===== config.mk =====
export PLATFORM = sky130hd
export DESIGN_NAME = aes_key_schedule
export DESIGN_NICKNAME = d
export VERILOG_FILES = /design/src/rtl/aes_key_schedule.sv
export SDC_FILE = /design/constraint.sdc
export NUM_CORES = 2
export LEC_CHECK = 0
export BUFFER_PORTS_ARGS = -buffer_cell sky130_fd_sc_hd__buf_2
export CORE_ASPECT_RATIO = 1.4
export CORE_MARGIN = 5
export CORE_UTILIZATION = 50
export DETAILED_ROUTE_END_ITERATION = 8
export PLACE_DENSITY = 0.67
export SKIP_CTS_REPAIR_TIMING = 1
export SYNTH_ARGS = -nofsm -noshare
export SYNTH_HDL_FRONTEND = slang
export SYNTH_SLANG_ARGS = --single-unit

===== constraint.sdc =====
create_clock -name clk -period 25.8 [get_ports clk]
set_input_delay 0 -clock clk [delete_from_list [all_inputs] [get_ports clk]]
set_output_delay 0 -clock clk [all_outputs]
set_load 0.02 [all_outputs]

===== src/rtl/aes_key_schedule.sv =====
// rtl/aes_key_schedule.sv - on-the-fly AES-128 round-key generator, one round key per clock
// Optional AES_KS_LAST_KEY_EN adds a last_key output holding the most recent round-10 key.
module aes_ks_sbox (
  input  logic [7:0] din,
  output logic [7:0] dout
);

  function automatic logic [7:0] gf_mul(input logic [7:0] a, input logic [7:0] b);
    logic [7:0] p;
    logic [7:0] aa;
    p  = 8'h00;
    aa = a;
    for (int i = 0; i < 8; i++) begin
      if (b[i]) p = p ^ aa;
      aa = {aa[6:0], 1'b0} ^ (aa[7] ? 8'h1B : 8'h00);
    end
    return p;
  endfunction

  // x^254 is the multiplicative inverse in GF(2^8); it also maps 0 to 0.
  function automatic logic [7:0] gf_inv(input logic [7:0] x);
    logic [7:0] p;
    logic [7:0] r;
    p = gf_mul(x, x);
    r = p;
    for (int i = 0; i < 6; i++) begin
      p = gf_mul(p, p);
      r = gf_mul(r, p);
    end
    return r;
  endfunction

  logic [7:0] inv;

  always_comb begin
    inv  = gf_inv(din);
    dout = inv ^ {inv[6:0], inv[7]} ^ {inv[5:0], inv[7:6]} ^ {inv[4:0], inv[7:5]}
         ^ {inv[3:0], inv[7:4]} ^ 8'h63;
  end

endmodule

module aes_key_schedule #(
  parameter int           NR        = 10,
  parameter logic [127:0] RESET_KEY = 128'h0
) (
  input  logic         clk,
  input  logic         rst_n,
  input  logic         load,
  input  logic [127:0] key_in,
  output logic [127:0] round_key,
  output logic [3:0]   round_cnt,
  output logic         last,
  output logic         busy
`ifdef AES_KS_LAST_KEY_EN
  ,
  output logic [127:0] last_key
`endif
);

  if (NR != 10) begin : g_bad_nr
    $error("aes_key_schedule: only NR = 10 is supported");
  end

  localparam logic [3:0] ST_IDLE = 4'(NR);

  logic [127:0] key_q, key_d;
  logic [7:0]   rcon_q, rcon_d;
  logic [3:0]   cnt_q, cnt_d;
  logic [127:0] next_key;
  logic [31:0]  rot_w3;
  logic [31:0]  sub_w;
  logic [31:0]  t, w0n, w1n, w2n, w3n;

  assign rot_w3 = {key_q[23:0], key_q[31:24]};

  for (genvar g = 0; g < 4; g++) begin : g_sbox
    aes_ks_sbox u_sbox (
      .din  (rot_w3[8*g +: 8]),
      .dout (sub_w[8*g +: 8])
    );
  end

  always_comb begin
    t        = sub_w ^ {rcon_q, 24'h0};
    w0n      = key_q[127:96] ^ t;
    w1n      = key_q[95:64] ^ w0n;
    w2n      = key_q[63:32] ^ w1n;
    w3n      = key_q[31:0] ^ w2n;
    next_key = {w0n, w1n, w2n, w3n};
  end

  // load wins over expansion so a restart never inherits the old key or rcon.
  always_comb begin
    key_d  = key_q;
    rcon_d = rcon_q;
    cnt_d  = cnt_q;
    if (load) begin
      key_d  = key_in;
      rcon_d = 8'h01;
      cnt_d  = 4'd0;
    end else if (cnt_q < ST_IDLE) begin
      key_d  = next_key;
      rcon_d = {rcon_q[6:0], 1'b0} ^ (rcon_q[7] ? 8'h1B : 8'h00);
      cnt_d  = cnt_q + 4'd1;
    end
  end

  always_ff @(posedge clk or negedge rst_n) begin
    if (!rst_n) begin
      key_q  <= RESET_KEY;
      rcon_q <= 8'h01;
      cnt_q  <= ST_IDLE;
    end else begin
      key_q  <= key_d;
      rcon_q <= rcon_d;
      cnt_q  <= cnt_d;
    end
  end

  assign round_key = key_q;
  assign round_cnt = cnt_q;
  assign last      = (cnt_q == ST_IDLE);
  assign busy      = (cnt_q < ST_IDLE);

`ifdef AES_KS_LAST_KEY_EN
  logic [127:0] last_key_q, last_key_d;

  always_comb begin
    last_key_d = last_key_q;
    if (!load && cnt_q == ST_IDLE - 4'd1) last_key_d = next_key;
  end

  always_ff @(posedge clk or negedge rst_n) begin
    if (!rst_n) last_key_q <= 128'h0;
    else        last_key_q <= last_key_d;
  end

  assign last_key = last_key_q;
`endif

endmodule


Word-level counts from Yosys, hierarchy flattened:

Cells that the tools add are included.

* register bits after elaboration: 140
* output and inout port bits: 134
* logic and storage cells: 1492

* $add $sub $neg: 1
* magnitude comparators: 1
* equality and inequality tests: 1
* muxes and demuxes: 759
* bitwise operators: 726
* reduce and logical (&&, ||, !) cells: 1

Operator list (number)
* $xor A8 B8 Y8: 716
* $mux W8: 418
* $mux W5: 337
* $mux W128: 2
* $xor A32 B32 Y32: 5
* $not A4 Y4: 4
* $mux W4: 2
* $xor A8 B5 Y8: 1
* $add A4 B1 Y4 const B: 1
* $eq A4 B4 Y1 const B: 1
* $lt A4 B4 Y1 const B: 1
* $reduce_bool A2 Y1: 1

Depth between registers and ports, before layout:

* word-level depth: 139
* depth in mapped cells: 69
* gate-level depth less buffers: 58

Modules after synthesis:

Synthesis repeated with hierarchy kept, for this count alone.

* cell total of the unflattened synthesis: 8616
* area, all modules: 69142.6 um^2

Modules (own cells, without submodules)
* aes_ks_sbox: times used 4, cells each 1942, area each 15220.8 um^2
* aes_key_schedule: times used 1, cells each 848, area each 8259.2 um^2

Worst setup path after synthesis:

No wires, ideal clock.

* kind: register to register
* from: register key_q[23], in the netlist round_key[23]
* to: register key_q[58], in the netlist round_key[58]
* setup time: 0.125 ns
* arrival time: 15.638 ns
* slack: 10.037 ns
* cell stages (with the launch flop): 61
* path buffers: 7
* period minus slack after synthesis: 15.763 ns
* cell sequence: dfrtp_1 > ha_1 > buf_4 > nand2_1 > xor2_2 > inv_1 > clkbuf_1 > ha_1 > clkbuf_1 > xnor3_1 > nor2_1 > xor3_1 > mux2i_1 > nand2_2 > xnor2_2 > a221oi_1 > a2111oi_2 > xor2_1 > [25 not listed] > buf_2 > nor2_1 > xnor3_1 > xnor2_1 > xnor2_1 > xnor3_2 > xor3_2 > nor2_1 > xor2_1 > xnor3_1 > xnor2_1 > xnor2_1 > xnor3_2 > xnor2_2 > xnor2_1 > nand2_1 > xnor2_1 > mux2_2

* longest elaborated chain between the ends: 134
* elaborated cells between the ends (all ways): 369
* classes of those cells: 186 x mux; 183 x bitwise

RTL lines
* start, declared: RTL line 67 `logic [127:0] key_q, key_d;`
* start signal, assigned: RTL line 115 `key_q <= key_d;`
* $mux W5 or $mux W8 (tied branches): RTL line 15, 14
* $xor A8 B8 Y8 (on tied branches): RTL line 15, 14
* $xor A8 B8 Y8 or $mux W8 (tied branches): RTL line 14 `if (b[i]) p = p ^ aa;`
* $mux W8 or $xor A8 B8 Y8 (tied branches): RTL line 14
* $xor A8 B8 Y8 or $mux W8 (tied branches): RTL line 14
* $mux W8 or $xor A8 B8 Y8 (tied branches): RTL line 14
* $xor A8 B8 Y8 or $mux W8 (tied branches): RTL line 14
* $mux W8 or $xor A8 B8 Y8 (tied branches): RTL line 14
* [116 not listed]
* $xor A8 B8 Y8 (3 in a row): RTL line 37 `dout = inv ^ {inv[6:0], inv[7]} ^ {inv[5:0], inv[7:6]} ^ {inv[4:0], inv[7:5]}`
* $xor A8 B8 Y8 (*): RTL line 38 `^ {inv[3:0], inv[7:4]} ^ 8'h63;`
* $xor A32 B32 Y32 (*): RTL line 85 `t = sub_w ^ {rcon_q, 24'h0};`
* $xor A32 B32 Y32 (*): RTL line 86 `w0n = key_q[127:96] ^ t;`
* $xor A32 B32 Y32 (*): RTL line 87 `w1n = key_q[95:64] ^ w0n;`
* $xor A32 B32 Y32 (*): RTL line 88 `w2n = key_q[63:32] ^ w1n;`
* $mux W128 (*): RTL line 102 `end else if (cnt_q < ST_IDLE) begin`
* $mux W128 (*): RTL line 98 `if (load) begin`

Mark *: on every way between the ends. The rest lies on a longest branch, timed or not. The select of a mux whose other input is x is not followed.
A chain may end at the register's enable or synchronous reset.

Final worst setup path:

* from: register key_q[23], in the netlist round_key[23]
* to: register key_q[30], in the netlist round_key[30]

* longest elaborated chain between the ends: 136
* elaborated cells between the ends (all ways): 371
* classes of those cells: 186 x mux; 185 x bitwise

RTL lines
* $mux W5: RTL line 15 `aa = {aa[6:0], 1'b0} ^ (aa[7] ? 8'h1B : 8'h00);`
* $xor A8 B8 Y8: RTL line 15
* $xor A8 B8 Y8: RTL line 14
* $mux W8: RTL line 14
* $xor A8 B8 Y8: RTL line 14
* $mux W8: RTL line 14
* $xor A8 B8 Y8: RTL line 14
* $mux W8: RTL line 14
* [120 not listed]
* $not A4 Y4 (no line) (*)
* $xor A32 B32 Y32 (*): RTL line 85
* $xor A32 B32 Y32 (*): RTL line 86
* $xor A32 B32 Y32 (*): RTL line 87
* $xor A32 B32 Y32 (*): RTL line 88
* $xor A32 B32 Y32 (*): RTL line 89 `w3n = key_q[31:0] ^ w2n;`
* $mux W128 (*): RTL line 102
* $mux W128 (*): RTL line 98

Marks and branches as above.

==> impl_results.md <==
- RD Place Congestion: 0.946
- Synth Area in Compound Gates: 16.6%
- TNS Setup: 0 ns
- Worst-Margin Slew: around 1.3 ns
- Antenna violations before repair: 3
- Clock net sink count: 140
- DRT Pass-1 Iters: 7
- Post-Syn Area per Cell: about 7.6 sq um
- Vias in the first global route: 58135
- CORE AREA: between 0.1 and 0.15 sq mm
- Status: complete, but fails checks
- Die extent in x: 312 um
- Gate Count Post-Synth: 8380
- H-tree levels: 4
- CTS tree: yes
- Register area share after synthesis: under 10%
- Cells after DPL: 9997
- Crit path time final: roughly 20 ns
- Hold_sp: load
- Final cell count without fillers: 10159
- R2R Path Start: round_key[23]
- Critical-path maximum fanout: 25
- Reg-to-reg critical path endpoint: round_key[30]
- Max_slew headroom: 15.5%
- Vias per inst: 6.04
- YS warnings: 0
- Worst setup slack after layout: between 5 and 6 ns
- Initial core utilization: 50.3%
- Critical Path Max Stage Delay: 0.83 ns
- CP endpoint kind: flop
- Fraction of layout cells with a size suffix above 1: 11.4%
- CP dominant cell by count: xnor2_1
- Mapped cell area: 0.0640 sq mm
- Global-route wire length before repair: 324000 um
- Adder-Cell Fraction of Synth Area: 0.457%
- Worst Skew: 0.0297 ns
- CTS root buffer: clkbuf_16
- Fmax: approximately 0.050 GHz
- FF+latch count, synth: 140
- Final hold slack: -0.00892 ns
- Critical Path Start Type: flop
- I/O pin count: 265
- Endpoints failing setup: 0
- DP Worst Slack: 6.24 ns
- Final wirelength: about 210000 um
- R2r setup slk: 5.98 ns
- Crit path max-delay cell type: ha_1
- Area growth, synth to finish: 8.09%
- Worst r2r path cells: between 50 and 60
- WL/cell: approximately 20 um
- Final hold vios: 3
- Top-area cell type share of the netlist area: 22.0%
- Dpl hpwl: 155000 um
- Num CTS Buffers: 17
- Largest area contributor in the netlist: xnor2_1
- Min-delay worst type: in -> reg
- Final worst-path cycle share: 76.8%
- Hold Path End: round_key[1]
- Post-synthesis simple-gate area fraction: between 20% and 30%
- Top FF cell, synth: dfrtp_1
- Initial DRC Count: between 5000 and 6000
- Largest net degree at the start of global routing: 95
- Hold depth: 3
- Remaining DRCs: 0
- Yosys cell types: between 100 and 150
- Total track usage: just under 30%
- Xor-xnor portion of the synthesized cell area: 48.5%
- Routed Antenna Nets: 0
- Number of synthesized flops with an enable pin: 0
- Syn Nets: 8532
- Via count: 61328
- Clk_lat worst skew: approximately 0.53 ns
- Failing checks: hold timing
- Clk buf depth: 2
- Area of the die: roughly 0.14 sq mm
- Clk pin slew, worst setup/hold paths: 0.07 ns
- Unrepaired setup endpoints after global routing: no
- Number of I/O port buffers: 264
- Worst Setup SP: round_key[23]
- FP Rows: 155
- Worst EP required: 26.20 ns
- Crit path DAT: 20.22 ns
- Main combinational cell family by area after synthesis: XOR/XNOR gates
- Main area contributors after synthesis: xnor2_1 22%, xnor3_1 13%, nor2_1 7.1%
- Fin nets: 8648
- Congestion Overflow GR: 0
- Critical path class: reg -> reg
- Max-cap violations: 0
- Ys async rst share: 100%
- Mux contribution to synthesized area: 4.55%
- Die height: 433 um
- Count of final max-slew check failures: 0
Yosys cell counts (83+ instances only):
master,number
a21oi_1,458
clkbuf_1,348
xnor2_2,83
a211oi_1,95
nand2_1,880
o21ai_0,396
a31oi_1,90
xnor2_1,1608
mux2_2,88
xor2_1,469
nor3_1,236
xnor3_1,374
dfrtp_1,137
nor2_1,1217
buf_2,102
o22ai_1,92
nand3_1,180
mux2i_1,180
critical path: cells and delay by family, from the launching register on:
family,cells,cell delay [ns]
buffers and inverters,6,1.86
xor gates and xnor gates,24,8.28
AOI/OAI and AO/OA,8,2.09
adders and majority gates,4,2.09
muxes,4,1.34
and+or+nand+nor,11,3.16
DFF,1,0.78
worst max path at each step:
stage	endpoint	slack [ns]	cells after the start
after floorplan	round_key[58]	10.04	60
after global placement	round_key[30]	6.41	57
final	round_key[30]	5.98	57
after detailed placement	round_key[30]	6.24	57
after CTS	round_key[30]	6.17	57
after global routing	round_key[30]	4.82	56
per-stage QoR:
stage / area (sq um) / utilization [%]
6_report: 69200 / 54.3
3_5_place_dp: 67300 / 52.8
5_1_grt: 69200 / 54.3
4_1_cts: 67900 / 53.3
3_3_place_gp: 67300 / 52.8
2_1_floorplan: 64000 / -
placed cells by master (no fill, tap or decap), types with 32 or more instances in the layout:
master / n
xnor2_1: 1572
a31oi_1: 90
nand2_1: 880
mux2i_1: 180
o21ai_0: 396
nor2_1: 1217
dfrtp_1: 137
a21oi_1: 458
a22oi_1: 49
xnor2_2: 118
and3_1: 58
nor2b_1: 58
xor2_1: 455
o22ai_1: 92
or3_1: 42
inv_1: 70
nor3_1: 236
xnor3_1: 374
nand3_1: 180
xor3_1: 49
o21ai_1: 48
xor2_2: 48
and2_1: 62
nand2b_1: 60
buf_4: 256
o21a_1: 32
mux2_2: 88
buf_2: 262
o211ai_1: 64
dlygate4sd3_1: 128
a211oi_1: 95
layout make-up:
| class | instances | area (sq um) |
|---|---|---|
| clock inverter | 15 | 175 |
| tap | 1648 | 2060 |
| fill | 11962 | 58200 |
| multi-input combinational | 7599 | 58200 |
| timing repair buffer | 648 | 4540 |
| sequential | 140 | 3510 |
| antenna | 2 | 5.00 |
| clock buffer | 17 | 425 |
| inverter | 90 | 339 |
routing by layer:
metal  vias to the layer above  share of wire (%)  track usage, %
met5                         -                  0               0
met2                      2531                 50            52.2
met3                       591                6.4            4.01
met4                         0                5.1            13.2
met1                     29200                 38            34.1
li1                      29006                  -               -
registers in the layout, indices dropped and copies added, names as in the netlist:
register and flops:
round_key 128, rcon_q 8, round_cnt 4
cell families (layout without fill, tap and decap cells):
group | after synthesis | after routing
buffers and inverters | 641 | 770
XOR/XNOR | 2671 | 2671
AND/OR/NAND/NOR | 2954 | 2954
adder cells (fa/ha/maj) | 24 | 24
multiplexers | 275 | 275
flip-flops | 140 | 140
other | 0 | 2
AO/OA/AOI/OAI | 1675 | 1675
Power is left out: the tool's default activity adds up to more than one toggle a clock period on the data nets, which glitch-free logic cannot reach.
